$ cat src/rtl/spi_uid_responder_if.sv
// SPI pin bundle plus card/status signals shared by the UID responder and its neighbours.
interface spi_uid_responder_if;
  logic        spi_clk;
  logic        ss;
  logic        mosi;
  logic        miso;
  logic [31:0] uid;
  logic        uid_present;
  logic [7:0]  rx_data;
  logic        rx_valid;
  logic [1:0]  sys_state;
  logic        sys_state_valid;
  logic        frame_err;
  logic        busy;

  modport slave (
    input  spi_clk, ss, mosi, uid, uid_present,
    output miso, rx_data, rx_valid, sys_state, sys_state_valid, frame_err, busy
  );

  modport master (
    output spi_clk, ss, mosi, uid, uid_present,
    input  miso, rx_data, rx_valid, sys_state, sys_state_valid, frame_err, busy
  );
endinterface

$ cat src/rtl/spi_uid_responder.sv
// Mode-0 SPI slave on CLOCK_50: answers 0xAA UID polls with a 4-byte snapshot
// and latches the 2-bit system state carried by commands 0xBA..0xBD.
module spi_uid_responder #(
  parameter int unsigned SYNC_STAGES = 2,
  parameter logic [7:0]  IDLE_RESP   = 8'h00
) (
  input logic                CLOCK_50,
  input logic                reset,
  spi_uid_responder_if.slave bus
);
  localparam int unsigned BYTE_W = 8;
  localparam int unsigned UID_W  = 32;
  localparam int unsigned CNT_W  = 3;
  localparam logic [BYTE_W-1:0] CMD_POLL     = 8'hAA;
  localparam logic [BYTE_W-1:0] CMD_STATE_LO = 8'hBA;
  localparam logic [BYTE_W-1:0] CMD_STATE_HI = 8'hBD;

  typedef enum logic [2:0] {
    RESP_IDLE = 3'd0,
    RESP_UID1 = 3'd1,
    RESP_UID2 = 3'd2,
    RESP_UID3 = 3'd3,
    RESP_UID4 = 3'd4
  } resp_state_e;

  logic [SYNC_STAGES-1:0] sclk_sync, ss_sync, mosi_sync;
  logic sclk_d, ss_d;
  logic sclk_s, ss_s, mosi_s;
  logic sclk_rise, sclk_fall, ss_rise, ss_fall;

  assign sclk_s    = sclk_sync[SYNC_STAGES-1];
  assign ss_s      = ss_sync[SYNC_STAGES-1];
  assign mosi_s    = mosi_sync[SYNC_STAGES-1];
  assign sclk_rise = sclk_s & ~sclk_d;
  assign sclk_fall = ~sclk_s & sclk_d;
  assign ss_rise   = ss_s & ~ss_d;
  assign ss_fall   = ~ss_s & ss_d;

  // Pin synchronizers; ss idles high so its chain resets to 1.
  always_ff @(posedge CLOCK_50 or negedge reset) begin
    if (!reset) begin
      sclk_sync <= '0;
      ss_sync   <= '1;
      mosi_sync <= '0;
      sclk_d    <= 1'b0;
      ss_d      <= 1'b1;
    end else begin
      sclk_sync <= {sclk_sync[SYNC_STAGES-2:0], bus.spi_clk};
      ss_sync   <= {ss_sync[SYNC_STAGES-2:0], bus.ss};
      mosi_sync <= {mosi_sync[SYNC_STAGES-2:0], bus.mosi};
      sclk_d    <= sclk_s;
      ss_d      <= ss_s;
    end
  end

  resp_state_e        resp_state, resp_state_d;
  logic [CNT_W-1:0]   bit_cnt, bit_cnt_d;
  logic [BYTE_W-1:0]  rx_shift, rx_shift_d;
  logic [BYTE_W-1:0]  tx_shift, tx_shift_d;
  logic [UID_W-1:0]   uid_shadow, uid_shadow_d;
  logic [BYTE_W-1:0]  rx_data_q, rx_data_d;
  logic               rx_valid_q, rx_valid_d;
  logic [1:0]         sys_state_q, sys_state_d;
  logic               sys_state_valid_q, sys_state_valid_d;
  logic               frame_err_q, frame_err_d;
  logic               busy_q, busy_d;
  logic               miso_q, miso_d;

  function automatic logic [BYTE_W-1:0] resp_byte(input resp_state_e st,
                                                  input logic [UID_W-1:0] shadow);
    logic [BYTE_W-1:0] b;
    case (st)
      RESP_UID1: b = shadow[31:24];
      RESP_UID2: b = shadow[23:16];
      RESP_UID3: b = shadow[15:8];
      RESP_UID4: b = shadow[7:0];
      default:   b = IDLE_RESP;
    endcase
    return b;
  endfunction

  // Next-state: receive shift, transmit shift, command decode and framing.
  always_comb begin
    resp_state_d      = resp_state;
    bit_cnt_d         = bit_cnt;
    rx_shift_d        = rx_shift;
    tx_shift_d        = tx_shift;
    uid_shadow_d      = uid_shadow;
    rx_data_d         = rx_data_q;
    rx_valid_d        = 1'b0;
    sys_state_d       = sys_state_q;
    sys_state_valid_d = sys_state_valid_q;
    frame_err_d       = 1'b0;
    busy_d            = ~ss_s;

    if (ss_rise && bit_cnt != '0) begin
      bit_cnt_d   = '0;
      frame_err_d = 1'b1;
    end

    if (ss_fall) begin
      tx_shift_d = resp_byte(resp_state, uid_shadow);
    end

    if (!ss_s) begin
      // The fall right after a completed byte must not shift the freshly reloaded byte.
      if (sclk_fall && bit_cnt != '0) begin
        tx_shift_d = {tx_shift[BYTE_W-2:0], 1'b0};
      end
      if (sclk_rise) begin
        rx_shift_d = {rx_shift[BYTE_W-2:0], mosi_s};
        if (bit_cnt == CNT_W'(7)) begin
          bit_cnt_d  = '0;
          rx_data_d  = rx_shift_d;
          rx_valid_d = 1'b1;
          case (resp_state)
            RESP_IDLE: begin
              if (rx_shift_d == CMD_POLL) begin
                uid_shadow_d = bus.uid_present ? bus.uid : UID_W'(0);
                resp_state_d = RESP_UID1;
              end else if (rx_shift_d inside {[CMD_STATE_LO:CMD_STATE_HI]}) begin
                sys_state_d       = rx_shift_d[1:0] - 2'b10;
                sys_state_valid_d = 1'b1;
              end
            end
            RESP_UID4: resp_state_d = RESP_IDLE;
            default:   resp_state_d = resp_state_e'(3'(resp_state) + 3'd1);
          endcase
          tx_shift_d = resp_byte(resp_state_d, uid_shadow_d);
        end else begin
          bit_cnt_d = bit_cnt + CNT_W'(1);
        end
      end
    end

    miso_d = ~ss_s & tx_shift_d[BYTE_W-1];
  end

  always_ff @(posedge CLOCK_50 or negedge reset) begin
    if (!reset) begin
      resp_state        <= RESP_IDLE;
      bit_cnt           <= '0;
      rx_shift          <= '0;
      tx_shift          <= '0;
      uid_shadow        <= '0;
      rx_data_q         <= '0;
      rx_valid_q        <= 1'b0;
      sys_state_q       <= '0;
      sys_state_valid_q <= 1'b0;
      frame_err_q       <= 1'b0;
      busy_q            <= 1'b0;
      miso_q            <= 1'b0;
    end else begin
      resp_state        <= resp_state_d;
      bit_cnt           <= bit_cnt_d;
      rx_shift          <= rx_shift_d;
      tx_shift          <= tx_shift_d;
      uid_shadow        <= uid_shadow_d;
      rx_data_q         <= rx_data_d;
      rx_valid_q        <= rx_valid_d;
      sys_state_q       <= sys_state_d;
      sys_state_valid_q <= sys_state_valid_d;
      frame_err_q       <= frame_err_d;
      busy_q            <= busy_d;
      miso_q            <= miso_d;
    end
  end

  assign bus.miso            = miso_q;
  assign bus.rx_data         = rx_data_q;
  assign bus.rx_valid        = rx_valid_q;
  assign bus.sys_state       = sys_state_q;
  assign bus.sys_state_valid = sys_state_valid_q;
  assign bus.frame_err       = frame_err_q;
  assign bus.busy            = busy_q;
endmodule

$ cat src/flat_wrapper.sv
// flat-port wrapper written by rule: the top's interface ports become plain ports
module spi_uid_responder_flat 
#(
  parameter int unsigned SYNC_STAGES = 2,
  parameter logic [7:0]  IDLE_RESP   = 8'h00
)
  (CLOCK_50, reset, bus_spi_clk, bus_ss, bus_mosi, bus_uid, bus_uid_present, bus_miso, bus_rx_data, bus_rx_valid, bus_sys_state, bus_sys_state_valid, bus_frame_err, bus_busy);
  spi_uid_responder_if bus_i ();
  input logic CLOCK_50;
  input logic reset;
  input wire logic [$bits(bus_i.spi_clk)-1:0] bus_spi_clk;
  input wire logic [$bits(bus_i.ss)-1:0] bus_ss;
  input wire logic [$bits(bus_i.mosi)-1:0] bus_mosi;
  input wire logic [$bits(bus_i.uid)-1:0] bus_uid;
  input wire logic [$bits(bus_i.uid_present)-1:0] bus_uid_present;
  output wire logic [$bits(bus_i.miso)-1:0] bus_miso;
  output wire logic [$bits(bus_i.rx_data)-1:0] bus_rx_data;
  output wire logic [$bits(bus_i.rx_valid)-1:0] bus_rx_valid;
  output wire logic [$bits(bus_i.sys_state)-1:0] bus_sys_state;
  output wire logic [$bits(bus_i.sys_state_valid)-1:0] bus_sys_state_valid;
  output wire logic [$bits(bus_i.frame_err)-1:0] bus_frame_err;
  output wire logic [$bits(bus_i.busy)-1:0] bus_busy;
  assign bus_i.spi_clk = bus_spi_clk;
  assign bus_i.ss = bus_ss;
  assign bus_i.mosi = bus_mosi;
  assign bus_i.uid = bus_uid;
  assign bus_i.uid_present = bus_uid_present;
  assign bus_miso = bus_i.miso;
  assign bus_rx_data = bus_i.rx_data;
  assign bus_rx_valid = bus_i.rx_valid;
  assign bus_sys_state = bus_i.sys_state;
  assign bus_sys_state_valid = bus_i.sys_state_valid;
  assign bus_frame_err = bus_i.frame_err;
  assign bus_busy = bus_i.busy;
  spi_uid_responder #(.SYNC_STAGES(SYNC_STAGES), .IDLE_RESP(IDLE_RESP)) u_core (.CLOCK_50(CLOCK_50), .reset(reset), .bus(bus_i));
endmodule
$ cat config.mk
export PLATFORM = sky130hd
export DESIGN_NAME = spi_uid_responder_flat
export DESIGN_NICKNAME = d
export VERILOG_FILES = /design/src/rtl/spi_uid_responder_if.sv /design/src/rtl/spi_uid_responder.sv /design/src/flat_wrapper.sv
export SDC_FILE = /design/constraint.sdc
export NUM_CORES = 1
export LEC_CHECK = 0
export BUFFER_PORTS_ARGS = -buffer_cell sky130_fd_sc_hd__buf_2
export CAP_MARGIN = 25
export CORE_MARGIN = 5
export CORE_UTILIZATION = 50
export CTS_BUF_LIST = sky130_fd_sc_hd__clkbuf_16
export CTS_CLUSTER_DIAMETER = 60
export DETAILED_ROUTE_END_ITERATION = 6
export PLACE_DENSITY = 0.72
export REMOVE_ABC_BUFFERS = 1
export SKIP_CTS_REPAIR_TIMING = 1
export SLEW_MARGIN = 10
export SYNTH_ARGS = -nofsm -noshare
export SYNTH_HDL_FRONTEND = slang
export SYNTH_SLANG_ARGS = --single-unit
$ cat constraint.sdc
create_clock -name CLOCK_50 -period 3.5 [get_ports CLOCK_50]
set_clock_uncertainty 0.1 [all_clocks]
set_input_delay 1.05 -clock CLOCK_50 [delete_from_list [all_inputs] [get_ports CLOCK_50]]
set_output_delay 1.05 -clock CLOCK_50 [all_outputs]
set_load 0.005 [all_outputs]
After elaboration in Yosys (flattened, before gate mapping)
Index checks and enable logic that the tools add are counted.
{ "totals": {"reg_bits": 76, "inputBits": 38, "output_inout_bits": 15, "wordCells": 73} }
{ "op_classes": {"addsub": 3, "n_lt_le_gt_ge": 2, "n_eq_ne": 10, "mux": 23, "n_bitwise": 10, "reduce_logical": 8} }
{ "op_table": {"columns": ["cell", "count"], "rows": [
  ["32-bit 2-to-1 mux", 3],
  ["8-bit case mux with 4 select lines", 2],
  ["8-bit 2-to-1 mux", 5],
  ["3-bit 2-to-1 mux", 8],
  ["3-bit by 2-bit equality test with 1-bit output (second input constant)", 4],
  ["3-bit equality test (second input constant)", 3],
  ["8-bit equality test (second input constant)", 1],
  ["8-bit greater-or-equal comparator (second input constant)", 1],
  ["8-bit less-or-equal comparator (second input constant)", 1],
  ["3-bit by 1-bit adder with 3-bit output (second input constant)", 2],
  ["3-bit by 1-bit equality test with 1-bit output (second input constant)", 2],
  ["3-bit case mux with 2 select lines", 1],
  ["6-bit AND reduction", 1],
  ["1-bit AND", 5],
  ["1-bit inverter", 5],
  ["1-bit 2-to-1 mux", 4],
  ["1-bit logical AND", 3],
  ["3-bit logical NOT", 1],
  ["3-bit AND reduction", 1],
  ["3-bit nonzero test", 1],
  ["2-bit AND reduction", 1],
  ["2-bit subtractor (second input constant)", 1]
]} }

Depth between registers and ports, before layout
Gate-level depths: netlist of run 1.
{ "depth": {"ltp_word": 12, "depth_mapped": 12, "mapped_depth_nobuf": 8} }

Worst setup path before layout of run 1
OpenSTA, ideal clock, no wires.
{ "synth_path": {"path_kind": "reg2reg", "from": "register u_core.resp_state[2]", "to": "register u_core.tx_shift[7]", "setup_time_ns": 0.124, "t_arrival_ns": 2.266, "required_time_ns": 3.276, "setup_slack_ns": 1.010, "stages_incl_launch_ff": 10, "n_path_buf": 1, "synth_period_minus_slack_ns": 2.490, "path_cell_list": "dfrtp_1 > clkbuf_1 > inv_1 > ha_1 > nor2b_1 > and3_1 > a21oi_1 > a2bb2oi_1 > a311oi_1 > a211o_1"} }
{ "synth_via": {"elab_chain_len": 10, "elab_cells_between_ends": 23, "cone_classes": "1 x add/sub; 8 x eq/ne; 13 x mux; 1 x reduce/logical"} }
{ "synth_rtl": {"columns": ["item", "line", "source"], "rows": [
  ["from (decl)", "spi_uid_responder.sv:56", "resp_state_e resp_state, resp_state_d;"],
  ["from (signal assigned)", "spi_uid_responder.sv:154", "resp_state <= resp_state_d;"],
  ["3-bit by 1-bit adder with 3-bit output, or another cell as far along", "spi_uid_responder.sv:127", "default: resp_state_d = resp_state_e'(3'(resp_state) + 3'd1);"],
  ["3-bit case mux with 2 select lines", "spi_uid_responder.sv:116", "case (resp_state)"],
  ["3-bit 2-to-1 mux", "spi_uid_responder.sv:112", "if (bit_cnt == CNT_W'(7)) begin"],
  ["3-bit 2-to-1 mux", "spi_uid_responder.sv:110", "if (sclk_rise) begin"],
  ["3-bit 2-to-1 mux", "spi_uid_responder.sv:105", "if (!ss_s) begin"],
  ["3-bit equality test, or another cell as far along", "spi_uid_responder.sv:72", "case (st)"],
  ["8-bit case mux with 4 select lines", "spi_uid_responder.sv:72", null],
  ["8-bit 2-to-1 mux", "spi_uid_responder.sv:112", null],
  ["8-bit 2-to-1 mux", "spi_uid_responder.sv:110", null],
  ["8-bit 2-to-1 mux (*)", "spi_uid_responder.sv:105", null],
  ["net u_core.tx_shift_d[7]", "spi_uid_responder.sv:59", "logic [BYTE_W-1:0] tx_shift, tx_shift_d;"],
  ["to (signal assigned)", "spi_uid_responder.sv:157", "tx_shift <= tx_shift_d;"],
  ["to (decl)", "spi_uid_responder.sv:59", null]
]} }
The timed path passes the listed nets; every way through them passes the cells marked *. The select of a mux whose other input is x is not followed.
A chain may end at the register's enable or synchronous reset.

Final worst setup path of run 1
{ "layout_path": {"from": "register u_core.resp_state[2]", "to": "register u_core.tx_shift[4]"} }
Same word-level chain as after synthesis.

==> flow_summary.yaml, run 1 <==
power_and_ir_drop:
  leakage_uw: 0.002262
  ir_drop_uv: 311.3
  fin_total_pwr_uw: 2242
  cellPowerDensity_mw_per_mm2: 483.7
sta:
  hold_violations: 0
  tns_ps: 0
  final_max_slew_viol_count: 0
  slew_headroom_pct: 55.18
  min_period_over_period_pct: 82.64
  clock.fmax_ghz: 0.3457
  rsz0062_at_grt: "false"
  setup_viol: 0
  fin_ws_ps: 607.5
  period_minus_slack_ps: 2892
  whs_ps: 250.3
  tightestPinTransition_ps: 672.4
logic_synthesis:
  yosysWarnings: 0
  ys_types: 51
  synth_area_leaders: "dfrtp_1 46%, nand2_1 11%, o21ai_0 8.4%"
  synth_seq_cells: 76
  synth_edf_count: 0
  synth_top_area_share_pct: 46.28
  postSynthCellCount: 448
  synth_top_area_cell: "dfrtp_1"
  yosysSeqAreaShare_pct: 48.27
  async_reset_ff_share_pct: 100.0
  netlist_area_sq_mm: 0.003948
  syn-mean-instance-area_sq_um: 8.811
  ys_dominant_reg_cell: "dfrtp_1"
floorplanning:
  coreArea_sq_mm: 0.007727
  dieArea_sq_mm: 0.009772
  initial_core_util_pct: 51.08
  rows: 32
  die-height_um: 98.86
  die_w_um: 98.86
  ios: 53
worst_setup_path:
  path_class: "reg2reg"
  crit_chain: "inv_1 > ha_1 > nor2b_1 > and3_1 > a221oi_1 > a21boi_0 > and2_1 > a211oi_1"
  reg2reg_slack_ps: 610
  path_max_fanout: 22
  cp_slowest_cell: "dfrtp_1"
  startpoint_type: "flop"
  cpPeakStageDelay_ps: 780
  crit_arrival_ps: 3000
  r2r_end: "u_core.tx_shift[4]"
  reg2reg_depth: 8
  cp-end-kind: "flop"
  rr_startpoint: "u_core.resp_state[2]"
  critical_path_required_ps: 3610
worst_hold_path:
  hold_class: "reg2reg"
  whs_endpoint: "u_core.sclk_sync[1]"
  min-delay-start: "u_core.sclk_sync[0]"
  hold-path-cell-count: 0
routing:
  wirelength_um: 10020
  drt_drc_violations_left: 0
  via_per_inst: 5.858
  drt_iter0_markers: 256
  routedWlPerCell_um: 16.70
  ant_nets: 0
  dr.pass1.iters: 6
  num_vias: 3515
global_route:
  grt_max_degree: 77
  grt-ovfl-total: 0
  grt_pass1_wl_um: 17190
  grt_pass1_vias: 3443
  antenna_found_initial: 0
  grt_use_total_pct: 21.69
placement:
  place_ws_ps: 709.4
  dp_hpwl_um: 6650
  portBuffers: 52
  place_congestion: 0.9347
clock_network:
  clk_transition_reported_paths_ps: 70
  cts_made_buffers: 9
  clk_latency_ps: 340
  cts_max_path_buffers: 2
  cts_num_sinks: 76
  cts.htree.levels: 3
  cts_root_buffer: "clkbuf_16"
  cts_tree: "built"
cells_and_area:
  synthToLayoutAreaGrowth_pct: 17.40
  antenna_cells: 0
  final_layout_size_suffix_gt1_share_pct: 19.28
  regArea_sq_mm: 0.001906
  final_cell_mix: "115 x nand2_1, 73 x dfrtp_1, 66 x o21ai_0, 51 x buf_2, 21 x a21oi_1"
  nFillCells: 685
  final_common_cell: "nand2_1"
  nNetsFinal: 539
  multi_input_area_sq_mm: 0.001884
run:
  drv_cap: 0
outcome:
  outcome: "completed"
state kept, by name (all words and copies together) (netlist names):
register                    count
u_core.sclk_d                   1
u_core.rx_shift                 7
u_core.bus.busy                 1
u_core.bus.sys_state            2
u_core.bus.sys_state_valid      1
u_core.bit_cnt                  3
u_core.bus.frame_err            1
u_core.bus.rx_data              8
u_core.bus.miso                 1
u_core.uid_shadow              32
u_core.tx_shift                 8
u_core.bus.rx_valid             1
u_core.ss_d                     1
u_core.mosi_sync                2
u_core.resp_state               3
u_core.ss_sync                  2
u_core.sclk_sync                2
worst max-delay path by stage:
stage / startpoint / end / slack [ps] / depth (start not counted)
finish: u_core.resp_state[2] / u_core.tx_shift[4] / 610 / 8
global route: u_core.resp_state[2] / u_core.tx_shift[5] / 440 / 7
CTS: u_core.resp_state[2] / u_core.tx_shift[4] / 680 / 8
detailed placement: u_core.resp_state[2] / u_core.tx_shift[2] / 710 / 8
global placement: u_core.resp_state[2] / u_core.tx_shift[7] / 870 / 9
floorplan: u_core.ss_sync[1] / u_core.uid_shadow[0] / -280 / 5
report_power, final:
group	total [uW]	switching (uW)	internal, uW
registers	1030	74.1	961
logic	246	121	125
clock network	961	397	564
total	2240	592	1650
per-layer routing:
metal  GRT usage (%)  share of wire, %
met1           30.69                45
met2           32.75                46
met3           5.308               7.4
met4           7.143               1.6
met5               0                 0
cells in the mapped netlist, drive strengths merged (3+ instances only):
cell,n
nand3,16
a21oi,21
a22oi,8
nor2,5
a211oi,13
dfstp,3
inv,10
o21ai,66
nor2b,3
a32oi,8
nand2b,4
nor4,3
and2,9
clkbuf,25
ha,8
buf,5
nand2,115
mux2,9
dfrtp,73
a221o,6
final cells by class:
| class | count | area share [%] |
|---|---|---|
| clock inverters | 7 | 1.755 |
| repair buffers | 64 | 8.045 |
| flip-flops and latches | 76 | 41.12 |
| inverters | 10 | 0.8099 |
| clock buffers | 9 | 4.860 |
| well taps | 102 | 2.754 |
| multi-input cells | 332 | 40.66 |
critical path, delay by kind of cell (launching register included):
| kind | cells | cell delay [ps] |
|---|---|---|
| AOI/OAI and AO/OA | 3 | 650 |
| adders and majority gates | 1 | 360 |
| buffers and inverters | 1 | 170 |
| DFF | 1 | 780 |
| and+or+nand+nor | 3 | 710 |
per-stage QoR:
stage               cell area [sq um]  instances  util, %
floorplan                        3827        418        -
global placement                 4300        583    55.65
detailed placement               4300        583    55.65
CTS                              4607        599    59.62
global route                     4634        600    59.97
finish                           4634        600    59.97
logic make-up (layout without fill, tap and decap cells):
family	count (synthesis)	after routing	share of synthesized area [%]
AO/OA/AOI/OAI	141	141	22.22
XOR/XNOR	1	1	0.2219
adder cells (fa/ha/maj)	8	8	2.536
buffers and inverters	40	90	3.994
flip-flops	76	76	48.27
multiplexers	11	11	3.075
AND/OR/NAND/NOR	171	171	19.68
Note: power is estimated with default switching activity, not from simulation.
==> run 2, diff against run 1 <==
==> constraint.sdc (replaced) <==
create_clock -name CLOCK_50 -period 2.95 [get_ports CLOCK_50]
set_clock_uncertainty 0.1 [all_clocks]
set_input_delay 0.885 -clock CLOCK_50 [delete_from_list [all_inputs] [get_ports CLOCK_50]]
set_output_delay 0.885 -clock CLOCK_50 [all_outputs]
set_load 0.005 [all_outputs]
==> flow_summary.yaml, run 2 (same netlist as run 1, synthesis figures left out) <==
cells_and_area:
  final_layout_size_suffix_gt1_share_pct: 19.40
  nNetsFinal: 541
  largest_register: "u_core.uid_shadow"
  antenna_cells: 0
  synthToLayoutAreaGrowth_pct: 18.00
  largest_reg_flops: 32
  nFillCells: 677
  final_common_cell: "nand2_1"
  final_cell_mix: "115 x nand2_1, 73 x dfrtp_1, 66 x o21ai_0, 51 x buf_2, 21 x a21oi_1"
worst_setup_path:
  cp_slowest_cell: "dfrtp_1"
  crit_arrival_ps: 2850
  cp_top_family: "compound AO/OA/AOI/OAI gates"
  critical_path_required_ps: 3090
  rr_startpoint: "u_core.resp_state[1]"
  crit_buf_inv: 2
  cp-end-kind: "flop"
  reg2reg_slack_ps: 240
  path_class: "reg2reg"
  r2r_end: "u_core.tx_shift[5]"
  path_max_fanout: 14
  cpPeakStageDelay_ps: 470
  reg2reg_depth: 8
  crit_chain: "inv_1 > ha_1 > buf_4 > nor2b_1 > a32o_1 > a21boi_0 > and2_1 > a211oi_1"
  startpoint_type: "flop"
power_and_ir_drop:
  intPower_uw: 2033
  power.switching_uw: 676.4
  pwr-share-comb_pct: 10.8
  fin_total_pwr_uw: 2710
  leakage_uw: 0.002276
  p_clk_share_pct: 43.8
  cellPowerDensity_mw_per_mm2: 581.7
  p_seq_share_pct: 45.4
  switching_share_pct: 24.97
  ir_drop_uv: 477.0
routing:
  routedWlPerCell_um: 16.58
  ant_nets: 0
  dr.pass1.iters: 5
  via_per_inst: 5.879
  wirelength_um: 9984
  drt_iter0_markers: 206
  drt_drc_violations_left: 0
  num_vias: 3539
floorplanning:
  dieArea_sq_mm: 0.009772
  initial_core_util_pct: 51.08
  die_w_um: 98.86
  rows: 32
  die-height_um: 98.86
  ios: 53
  coreArea_sq_mm: 0.007727
global_route:
  antenna_found_initial: 0
  grt_pass1_wl_um: 16820
  grt_pass1_vias: 3532
  grt_max_degree: 50
  grt_use_total_pct: 21.28
  grt-ovfl-total: 0
worst_hold_path:
  min-delay-start: "u_core.mosi_sync[0]"
  hold-path-cell-count: 0
  whs_endpoint: "u_core.mosi_sync[1]"
  hold_class: "reg2reg"
sta:
  fin_ws_ps: 241.8
  slew_headroom_pct: 61.70
  setup_viol: 0
  tightestPinTransition_ps: 574.4
  period_minus_slack_ps: 2708
  final_max_slew_viol_count: 0
  hold_violations: 0
  min_period_over_period_pct: 91.80
  clock.fmax_ghz: 0.3692
  rsz0062_at_grt: "false"
clock_network:
  clk_latency_ps: 340
  cts_root_buffer: "clkbuf_16"
  clk_transition_reported_paths_ps: 60
  cts.htree.levels: 3
  cts_max_path_buffers: 2
  cts_num_sinks: 76
  cts_made_buffers: 9
  cts_tree: "built"
placement:
  place_congestion: 0.8495
  dp_hpwl_um: 6762
  place_ws_ps: 350.5
  portBuffers: 52
outcome:
  outcome: "completed"
run:
  drv_cap: 0
-- run 2: worst max-delay path by stage --
stage	start	endpoint	cells after the start
after global placement	u_core.rx_shift[1]	u_core.tx_shift[0]	7
after CTS	u_core.rx_shift[1]	u_core.tx_shift[0]	7
after global routing	u_core.resp_state[1]	u_core.tx_shift[5]	8
after floorplan	u_core.ss_sync[1]	u_core.uid_shadow[0]	5
final	u_core.resp_state[1]	u_core.tx_shift[5]	8
after detailed placement	u_core.resp_state[1]	u_core.tx_shift[5]	8
-- run 2: final cells by class --
type | count | area (sq um) | area share [%]
Tap cell | 102 | 127.6 | 2.740
Clock inverter | 7 | 97.59 | 2.095
Inverter | 10 | 37.54 | 0.8058
Sequential cell | 76 | 1906 | 40.91
Multi-Input combinational cell | 332 | 1884 | 40.45
Clock buffer | 9 | 225.2 | 4.835
Timing Repair Buffer | 66 | 380.4 | 8.165
-- run 2: layer usage --
layer  part of all wire, %  GRT usage [%]  vias up
met5                     0              0        -
met2                    45          32.08      160
li1                      -              -     1689
met1                    45          28.89     1667
met3                   8.6          6.653       23
met4                   1.9          7.773        0
-- run 2: per-stage QoR --
stage	util, %	instance area (sq um)	TNS, ps	hold WS [ps]	instances
2_1_floorplan	-	3827	-20830	231.2	418
3_3_place_gp	56.10	4335	0	235.2	586
3_5_place_dp	56.10	4335	0	236.2	586
4_1_cts	60.28	4658	0	249.7	602
5_1_grt	60.28	4658	0	262.7	602
6_report	60.28	4658	0	247.4	602
-- run 2: power by group through the flow --
stage,combinational [uW],sequential [uW],clock [uW]
detailed placement,292,1240,0
CTS,294,1230,1210
global route,326,1250,1250
finish,292,1230,1190
global placement,280,1240,0
floorplan,183,1220,0
-- run 2: worst register-to-register path: stages (launching register included) --
cell      delay, ps
dfrtp_1         470
inv_1           130
ha_1            260
buf_4           220
nor2b_1         230
a32o_1          440
a21boi_0        200
and2_1          300
a211oi_1        260
